<file path="config.mk">
export PLATFORM = sky130hd
export DESIGN_NAME = mem_stage
export DESIGN_NICKNAME = d
export VERILOG_FILES = /design/src/rtl/mips_pkg.sv /design/src/rtl/mem_access_fsm.sv /design/src/rtl/mem_stage.sv
export SDC_FILE = /design/constraint.sdc
export NUM_CORES = 1
export LEC_CHECK = 0
export CAP_MARGIN = 5
export CORE_ASPECT_RATIO = 1.5
export CORE_MARGIN = 1
export CORE_UTILIZATION = 36
export CTS_CLUSTER_SIZE = 30
export DETAILED_ROUTE_END_ITERATION = 10
export GPL_TIMING_DRIVEN = 0
export PLACE_DENSITY = 0.75
export SYNTH_ARGS = -nofsm -noshare
export SYNTH_HDL_FRONTEND = slang
export SYNTH_SLANG_ARGS = --single-unit
</file>
<file path="constraint.sdc">
create_clock -name clk -period 1.4 [get_ports clk]
set_clock_uncertainty 0.05 [all_clocks]
set_input_delay 0.28 -clock clk [delete_from_list [all_inputs] [get_ports clk]]
set_output_delay 0.28 -clock clk [all_outputs]
set_load 0.01 [all_outputs]
</file>
<file path="src/rtl/mips_pkg.sv">
// Shared definitions for the MIPS pipeline memory stage.
// Holds the register-file/data widths and the data-memory access FSM encoding.
package mips_pkg;

  localparam int REG_ADDR_W = 8;
  localparam int DATA_W     = 32;

  typedef enum logic [1:0] {
    IDLE = 2'd0,
    WAIT = 2'd1,
    ERR  = 2'd2
  } mem_state_t;

  // Word accesses only; any set low address bit is an alignment fault.
  function automatic logic is_misaligned(input logic [1:0] addr_lsb);
    return (addr_lsb != 2'b00);
  endfunction

endpackage

</file>
<file path="src/rtl/mem_access_fsm.sv">
// Data-memory handshake FSM with wait-cycle timeout.
// Tracks outstanding requests, flags misalignment/timeout, and ERR is sticky until reset.
module mem_access_fsm
  import mips_pkg::*;
#(
  parameter int TIMEOUT_CYCLES = 16
) (
  input  logic       clk,
  input  logic       reset,
  input  logic       i_mem_op,
  input  logic       i_misaligned,
  input  logic       i_req,
  input  logic       i_ack,
  output mem_state_t o_state,
  output logic       o_err
);

  localparam int              CNT_W    = $clog2(TIMEOUT_CYCLES) + 1;
  localparam logic [CNT_W-1:0] CNT_LAST = CNT_W'(TIMEOUT_CYCLES - 1);
  localparam logic [CNT_W-1:0] CNT_ONE  = CNT_W'(1);

  mem_state_t       r_state;
  mem_state_t       w_next;
  logic [CNT_W-1:0] r_cnt;
  logic [CNT_W-1:0] w_cnt_next;
  logic             r_err;

  // The counter holds the number of unacknowledged request cycles seen so far,
  // so the timeout fires after exactly TIMEOUT_CYCLES request cycles.
  always_comb begin
    w_next     = r_state;
    w_cnt_next = r_cnt;
    case (r_state)
      IDLE: begin
        if (i_mem_op && i_misaligned) begin
          w_next = ERR;
        end else if (i_req && !i_ack) begin
          if (r_cnt == CNT_LAST) begin
            w_next = ERR;
          end else begin
            w_next     = WAIT;
            w_cnt_next = r_cnt + CNT_ONE;
          end
        end else begin
          w_next = IDLE;
        end
      end
      WAIT: begin
        if (i_mem_op && i_misaligned) begin
          w_next = ERR;
        end else if (i_req && i_ack) begin
          w_next     = IDLE;
          w_cnt_next = '0;
        end else if (r_cnt == CNT_LAST) begin
          w_next = ERR;
        end else begin
          w_next     = WAIT;
          w_cnt_next = r_cnt + CNT_ONE;
        end
      end
      ERR: begin
        w_next = ERR;
      end
      default: begin
        w_next     = IDLE;
        w_cnt_next = '0;
      end
    endcase
  end

  always_ff @(posedge clk) begin
    if (reset) begin
      r_state <= IDLE;
      r_cnt   <= '0;
      r_err   <= 1'b0;
    end else begin
      r_state <= w_next;
      r_cnt   <= w_cnt_next;
      r_err   <= (w_next == ERR);
    end
  end

  assign o_state = r_state;
  assign o_err   = r_err;

endmodule

</file>
<file path="src/rtl/mem_stage.sv">
// MEM pipeline stage: EX/MEM and MEM/WB registers around a data-memory handshake.
// Stalls the front of the pipeline while a load/store waits for its acknowledge.
module mem_stage
  import mips_pkg::*;
#(
  parameter int TIMEOUT_CYCLES = 16
) (
  input  logic                  clk,
  input  logic                  reset,
  input  logic [DATA_W-1:0]     alu_res,
  input  logic [DATA_W-1:0]     RS2_sw,
  input  logic [REG_ADDR_W-1:0] write_addr_IDEX,
  input  logic                  reg_write_IDEX,
  input  logic                  mem_read_IDEX,
  input  logic                  mem_write_IDEX,
  input  logic                  mem_to_reg_IDEX,
  output logic [DATA_W-1:0]     alu_res_EXMEM,
  output logic [REG_ADDR_W-1:0] write_addr_EXMEM,
  output logic                  reg_write_EXMEM,
  output logic [DATA_W-1:0]     write_data,
  output logic [REG_ADDR_W-1:0] write_addr_MEMWB,
  output logic                  reg_write_MEMWB,
  output logic                  dmem_req,
  output logic                  dmem_we,
  output logic [DATA_W-1:0]     dmem_addr,
  output logic [DATA_W-1:0]     dmem_wdata,
  input  logic [DATA_W-1:0]     dmem_rdata,
  input  logic                  dmem_ack,
  output logic                  stall,
  output logic                  mem_err
);

  logic [DATA_W-1:0]     r_alu_res;
  logic [DATA_W-1:0]     r_rs2;
  logic [REG_ADDR_W-1:0] r_write_addr;
  logic                  r_reg_write;
  logic                  r_mem_read;
  logic                  r_mem_write;
  logic                  r_mem_to_reg;

  logic [DATA_W-1:0]     r_wb_data;
  logic [REG_ADDR_W-1:0] r_wb_addr;
  logic                  r_wb_reg_write;

  logic                  w_mem_op;
  logic                  w_misaligned;
  logic                  w_xfer;
  logic                  w_err;
  mem_state_t            w_state;

  assign w_mem_op     = r_mem_read | r_mem_write;
  assign w_misaligned = is_misaligned(r_alu_res[1:0]);
  assign dmem_req     = w_mem_op & (w_state != ERR) & ~w_misaligned;
  assign w_xfer       = dmem_req & dmem_ack;
  assign stall        = (w_mem_op & ~w_xfer) | (w_state == ERR);

  // A set mem_write wins over mem_read, so read+write is issued as a store.
  assign dmem_we    = r_mem_write;
  assign dmem_addr  = r_alu_res;
  assign dmem_wdata = r_rs2;

  // EX/MEM register; register 0 is never marked as a write target.
  always_ff @(posedge clk) begin
    if (reset) begin
      r_alu_res    <= '0;
      r_rs2        <= '0;
      r_write_addr <= '0;
      r_reg_write  <= 1'b0;
      r_mem_read   <= 1'b0;
      r_mem_write  <= 1'b0;
      r_mem_to_reg <= 1'b0;
    end else if (!stall) begin
      r_alu_res    <= alu_res;
      r_rs2        <= RS2_sw;
      r_write_addr <= write_addr_IDEX;
      r_reg_write  <= reg_write_IDEX & (write_addr_IDEX != '0);
      r_mem_read   <= mem_read_IDEX;
      r_mem_write  <= mem_write_IDEX;
      r_mem_to_reg <= mem_to_reg_IDEX;
    end
  end

  // MEM/WB register; a stalled cycle retires a bubble and keeps the old data.
  always_ff @(posedge clk) begin
    if (reset) begin
      r_wb_data      <= '0;
      r_wb_addr      <= '0;
      r_wb_reg_write <= 1'b0;
    end else if (stall) begin
      r_wb_reg_write <= 1'b0;
    end else begin
      r_wb_data      <= (r_mem_to_reg & ~r_mem_write) ? dmem_rdata : r_alu_res;
      r_wb_addr      <= r_write_addr;
      r_wb_reg_write <= r_reg_write;
    end
  end

  mem_access_fsm #(
    .TIMEOUT_CYCLES(TIMEOUT_CYCLES)
  ) u_fsm (
    .clk         (clk),
    .reset       (reset),
    .i_mem_op    (w_mem_op),
    .i_misaligned(w_misaligned),
    .i_req       (dmem_req),
    .i_ack       (dmem_ack),
    .o_state     (w_state),
    .o_err       (w_err)
  );

  assign alu_res_EXMEM    = r_alu_res;
  assign write_addr_EXMEM = r_write_addr;
  assign reg_write_EXMEM  = r_reg_write;
  assign write_data       = r_wb_data;
  assign write_addr_MEMWB = r_wb_addr;
  assign reg_write_MEMWB  = r_wb_reg_write;
  assign mem_err          = w_err;

endmodule

</file>
# Yosys cells after proc, flatten, opt, wreduce, memory -nomap -nowiden
# Cells that the tools add are included.
[op_classes]
n_addsub = 1
n_eq_ne = 8
mux = 13
n_bitwise = 12
n_reduce_logical = 9
[op_table]
columns = ["op", "count"]
rows = [
  ["32-bit 2-to-1 mux", 1],
  ["5-bit 2-to-1 mux", 5],
  ["5-bit one-hot mux with 3 select lines", 1],
  ["2-bit 2-to-1 mux", 5],
  ["8-bit nonzero test", 1],
  ["1-bit AND", 6],
  ["2-bit inequality test (second input constant)", 3],
  ["2-bit one-hot mux with 3 select lines", 1],
  ["5-bit by 1-bit adder with 5-bit output (second input constant)", 1],
  ["5-bit by 4-bit equality test with 1-bit output (second input constant)", 1],
  ["2-bit equality test (second input constant)", 2],
  ["1-bit inverter", 4],
  ["4-bit AND reduction", 1],
  ["1-bit logical AND", 3],
  ["2-bit by 1-bit equality test with 1-bit output (second input constant)", 1],
  ["2-bit logical NOT", 1],
  ["2-bit by 1-bit inequality test with 1-bit output (second input constant)", 1],
  ["1-bit OR", 2],
  ["2-bit nonzero test", 1],
  ["2-bit OR reduction", 1],
  ["1-bit logical NOT", 1],
]
[totals]
regBits = 125
in_bits = 111
output_inout_bits = 150
elab_cells = 56

# Logic depth before layout (Yosys ltp)
[logic_depth]
depth_word = 8
mapped_depth = 7
depth_no_buf = 5

# Cells and area by module
# From an unflattened synthesis, not the netlist that was laid out.
[unflattened]
cells_unflattened = 583
hier_area_um2 = 5579.1
[by_module_without_submodules]
columns = ["module", "instances", "cells_per_inst", "area_each_um2", "seq_area_each_um2"]
rows = [
  ["mem_stage", 1, 537, 5154.9, 2342.2],
  ["mem_access_fsm", 1, 46, 424.2, 160.2],
]

# Worst setup path after synthesis
# OpenSTA, ideal clock, no wires.
[synth_timing]
kind = "register to register"
start = "register r_mem_write, in the netlist dmem_we"
end = "register u_fsm.r_cnt[0]"
setup_ns = 0.072
t_arrival_ns = 1.304
required_time_ns = 1.278
slack_ns = -0.025
path_stages_with_launch = 6
n_path_buf = 1
synth_period_minus_slack_ns = 1.425
cell_sequence = "dfxtp_1 or2_1 clkbuf_2 a21oi_1 nor3b_1 mux2i_1"
[synth_between]
elab_chain_len = 7
word_cells_on_any_way = 13
classes_between = "eq/ne: 3; mux: 3; bitwise: 3; reduce/logical: 4"
[synth_rtl]
columns = ["item", "line_no", "rtl"]
rows = [
  ["from (decl)", "mem_stage.sv:38", "logic r_mem_write;"],
  ["from (signal assigned)", "mem_stage.sv:78", "r_mem_write <= mem_write_IDEX;"],
  ["1-bit OR *", "mem_stage.sv:51", "assign w_mem_op = r_mem_read | r_mem_write;"],
  ["1-bit AND (2 in series)", "mem_stage.sv:53", "assign dmem_req = w_mem_op & (w_state != ERR) & ~w_misaligned;"],
  ["1-bit logical AND", "mem_access_fsm.sv:51", "end else if (i_req && i_ack) begin"],
  ["5-bit 2-to-1 mux", "mem_access_fsm.sv:51", ""],
  ["5-bit 2-to-1 mux", "mem_access_fsm.sv:49", "if (i_mem_op && i_misaligned) begin"],
  ["5-bit one-hot mux with 3 select lines", "mem_access_fsm.sv:33", "case (r_state)"],
  ["to (signal assigned)", "mem_access_fsm.sv:78", "r_cnt <= w_cnt_next;"],
  ["to (decl)", "mem_access_fsm.sv:24", "logic [CNT_W-1:0] r_cnt;"],
]
# Every way passes the cells marked *; elsewhere a longest branch is shown, timed or not. The select of a mux whose other input is x is not followed.
# A chain may end at the register's enable or synchronous reset.

# Worst setup path in the final report
[layout_timing]
start = "register r_alu_res[1], in the netlist alu_res_EXMEM[1]"
end = "output port dmem_req"
[layout_between]
elab_chain_len = 3
[layout_rtl]
columns = ["item", "line_no", "rtl"]
rows = [
  ["from (decl)", "mem_stage.sv:33", "logic [DATA_W-1:0] r_alu_res;"],
  ["from (signal assigned)", "mem_stage.sv:73", "r_alu_res <= alu_res;"],
  ["2-bit nonzero test", "mips_pkg.sv:16", "return (addr_lsb != 2'b00);"],
  ["1-bit inverter", "mem_stage.sv:53", ""],
  ["1-bit AND", "mem_stage.sv:53", ""],
  ["to (decl)", "mem_stage.sv:23", "output logic dmem_req,"],
]
# No other way between the ends.

==> out/qor.yml <==
yosys:
  yosys_warnings: 0
  synth-compound-area-share_pct: 15.6
  synth_seq_cells: 125
  avgSynthCellArea_sq_um: 8.41
  synth_fp_nets: 713
  synthSimpleGateAreaFrac_pct: 18.3
  yosys.area_share.xor_xnor_pct: 0
  synth_top_family_by_area: "simple AND/OR/NAND/NOR gates"
  synth.distinct_cells: 33
  yosysTopAreaCellShare_pct: 49.5
  syn_inst: 601
  synth_fa_ha_area_share_pct: 0.247
  synth_area_sq_um: 5060
  synth_mux_area_share_pct: 6.95
  synth.largest_area_cell: "dfxtp_1"
  seq_area_frac_synth_pct: 49.5
  yosys-top-cells-area: "dfxtp_1 (49%), nand2_1 (13%), a21oi_1 (8.7%)"
placement:
  io_buffers: 260
  gp_congestion: 0.828
  place_ws_ps: -1110
  dp_cells: 1023
  dp_hpwl_um: 12300
sta:
  fin_crit_sh_pct: 125
  rsz0062_at_grt: "yes"
  slew_viol_final: 0
  hold_viol: 0
  period_minus_slack_ps: 1750
  fin_ws_ps: -347
  worst_hold_slack_ps: 360
  finalSetupViolCount: 128
  final.setup.tns_ps: -21640
  max_freq_mhz: 572
  worst_pin_slew_ps: 724
  maxSlewHeadroom_pct: 51.7
power_and_ir_drop:
  vdd.ir_drop.worst_mv: 1.16
  cellPowerDensity_nw_per_um2: 1820
  power_mw: 19.6
  leakage_nw: 4.65
run_status:
  status: "finished with violations"
  failed_checks: "negative setup slack"
detailed_routing:
  drc: 0
  ant_nets: 0
  vias: 5802
  wl_per_cell_um: 19.8
  via_per_inst: 5.15
  drt_iter0_markers: 204
  routed_wl_um: 22200
  dr.pass1.iters: 4
worst_setup_path:
  reg2reg_slack_ps: -300
  reg2reg_to: "write_addr_EXMEM[1]"
  critPathMaxFanout: 5
  rr_startpoint: "alu_res_EXMEM[0]"
  start_kind: "register"
  path_class: "reg -> out"
  end_kind: "output port"
  cp.required_ps: 1070
  reg2regPathDepth: 9
  cp.arrival_ps: 1420
layout:
  ff_latch_area_sq_um: 2590
  stdcell_count: 1126
  nFillCells: 817
  diodes: 0
  drive_gt1_share_pct: 48.9
  synthToLayoutAreaGrowth_pct: 113
  nNetsFinal: 1063
  multiInputGateArea_sq_um: 3130
grt:
  antenna_found_initial: 0
  grt_pass1_vias: 6006
  grt_max_degree: 17
  grt-ovfl-total: 0
  grt_pass1_wl_um: 31900
  grt_usage_pct: 29.0
die:
  die_w_um: 98.8
  dieHeight_um: 147
  coreArea_sq_um: 13600
  rows: 52
  ios: 261
  initial_core_util_pct: 37.2
  die_area_sq_um: 14500
clock_network:
  clkLatencyLatePin_ps: 420
  ctsHoldBuffers: 0
  cts.htree.levels: 4
  cts.clk_slew.worst_paths_ps: 60
  cts_buffers: 17
  cts_tree: "yes"
  cts.sinks: 125
  root_buffer: "clkbuf_16"
  clk_path_buf_depth: 2
run:
  drv_cap: 0
hold_path:
  min_from: "alu_res[24]"
  min_to: "alu_res_EXMEM[24]"
  worstHoldPathType: "in -> reg"
  hold_depth: 3
[synth_stat cells (all sizes together)]
cell type	instances
and3	2
nor2b	1
nand4b	1
o211a	1
nand2	172
nand2b	3
a21o	1
o21ai	2
nor3b	3
a21oi	88
or2	1
a41oi	2
nor4	2
o21bai	1
buf	61
a211oi	33
dfxtp	125
inv	2
nand3	5
nor2	38
a31oi	2
mux2i	34
mux2	1
o22a	1
clkbuf	14
ha	1
nor3	4
[how the worst max path moves through the flow]
| stage | startpoint | end | slack [ps] | depth (start not counted) |
|---|---|---|---|---|
| 6_report | alu_res_EXMEM[1] | dmem_req | -350 | 4 |
| 5_1_grt | alu_res_EXMEM[0] | stall | -390 | 5 |
| 4_1_cts | alu_res_EXMEM[1] | stall | -370 | 5 |
| 3_5_place_dp | dmem_ack | stall | -1110 | 6 |
| 3_3_place_gp | dmem_ack | stall | -1110 | 6 |
| 2_1_floorplan | alu_res_EXMEM[0] | write_data[27] | 5 | 6 |
[where the power goes]
part / switching [mW] / internal [mW]
sequential: 0.541 / 4.39
combinational: 4.57 / 5.16
clock: 1.70 / 3.26
[critical path: stages, from the launching register on]
cell	delay (ps)
dfxtp_4	360
buf_4	140
nor2_4	180
o211a_1	210
buf_6	110
[metal layers]
layer | up-vias | share of wire, % | track usage [%]
li1 | 2700 | - | -
met1 | 2791 | 35 | 29.5
met2 | 242 | 55 | 53.3
met3 | 69 | 5.2 | 6.57
met4 | 0 | 5.1 | 17.2
met5 | - | 0 | 0
[metrics by stage]
stage	util [%]	area, sq um
3_5_place_dp	57.9	7870
2_1_floorplan	-	5060
4_1_cts	74.1	10100
5_1_grt	79.2	10800
6_report	79.2	10800
3_3_place_gp	57.9	7870
[cells in the final DEF (no fill, tap or decap), types with 3 or more instances in the layout]
master,n
nor3_2,3
dlygate4sd2_1,65
mux2i_4,3
buf_8,9
buf_6,75
nand3_1,4
clkbuf_1,7
clkbuf_2,21
dfxtp_4,14
nor2_4,5
buf_2,5
dfxtp_2,25
bufinv_16,5
mux2i_1,24
nand2b_1,3
nand2_4,55
a21oi_2,70
clkdlybuf4s15_1,34
a21oi_1,18
buf_4,52
buf_16,5
nor2_2,3
dfxtp_1,86
nand2_2,17
buf_12,21
clkbuf_16,18
clkinv_4,3
mux2i_2,7
clkinvlp_4,3
a211oi_2,32
nor2_1,30
nand2_1,100
clkdlybuf4s50_1,109
[cells by family (layout without fill, tap and decap cells)]
kind of cell / Yosys count / after routing
and+or+nand+nor: 232 / 232
muxes: 35 / 35
AOI/OAI and AO/OA: 131 / 131
DFF: 125 / 125
adders and majority gates: 1 / 1
buffers and inverters: 77 / 440
[final cells by class]
cell class,count,area share (%)
clock buffer,19,4.20
buffer,42,4.08
sequential,125,24.0
multi-input combinational,399,29.1
timing repair buffer,364,34.7
tap,162,1.88
inverter,2,0.0929
clock inverter,13,1.97
[timing repair]
action	in CTS	in global routing
gates cloned	12	1
pin swaps	7	135
setup endpoints to repair	275	195
setup buffers	98	18
gates resized for setup	508	341
Power figures use the tool's default switching activity.
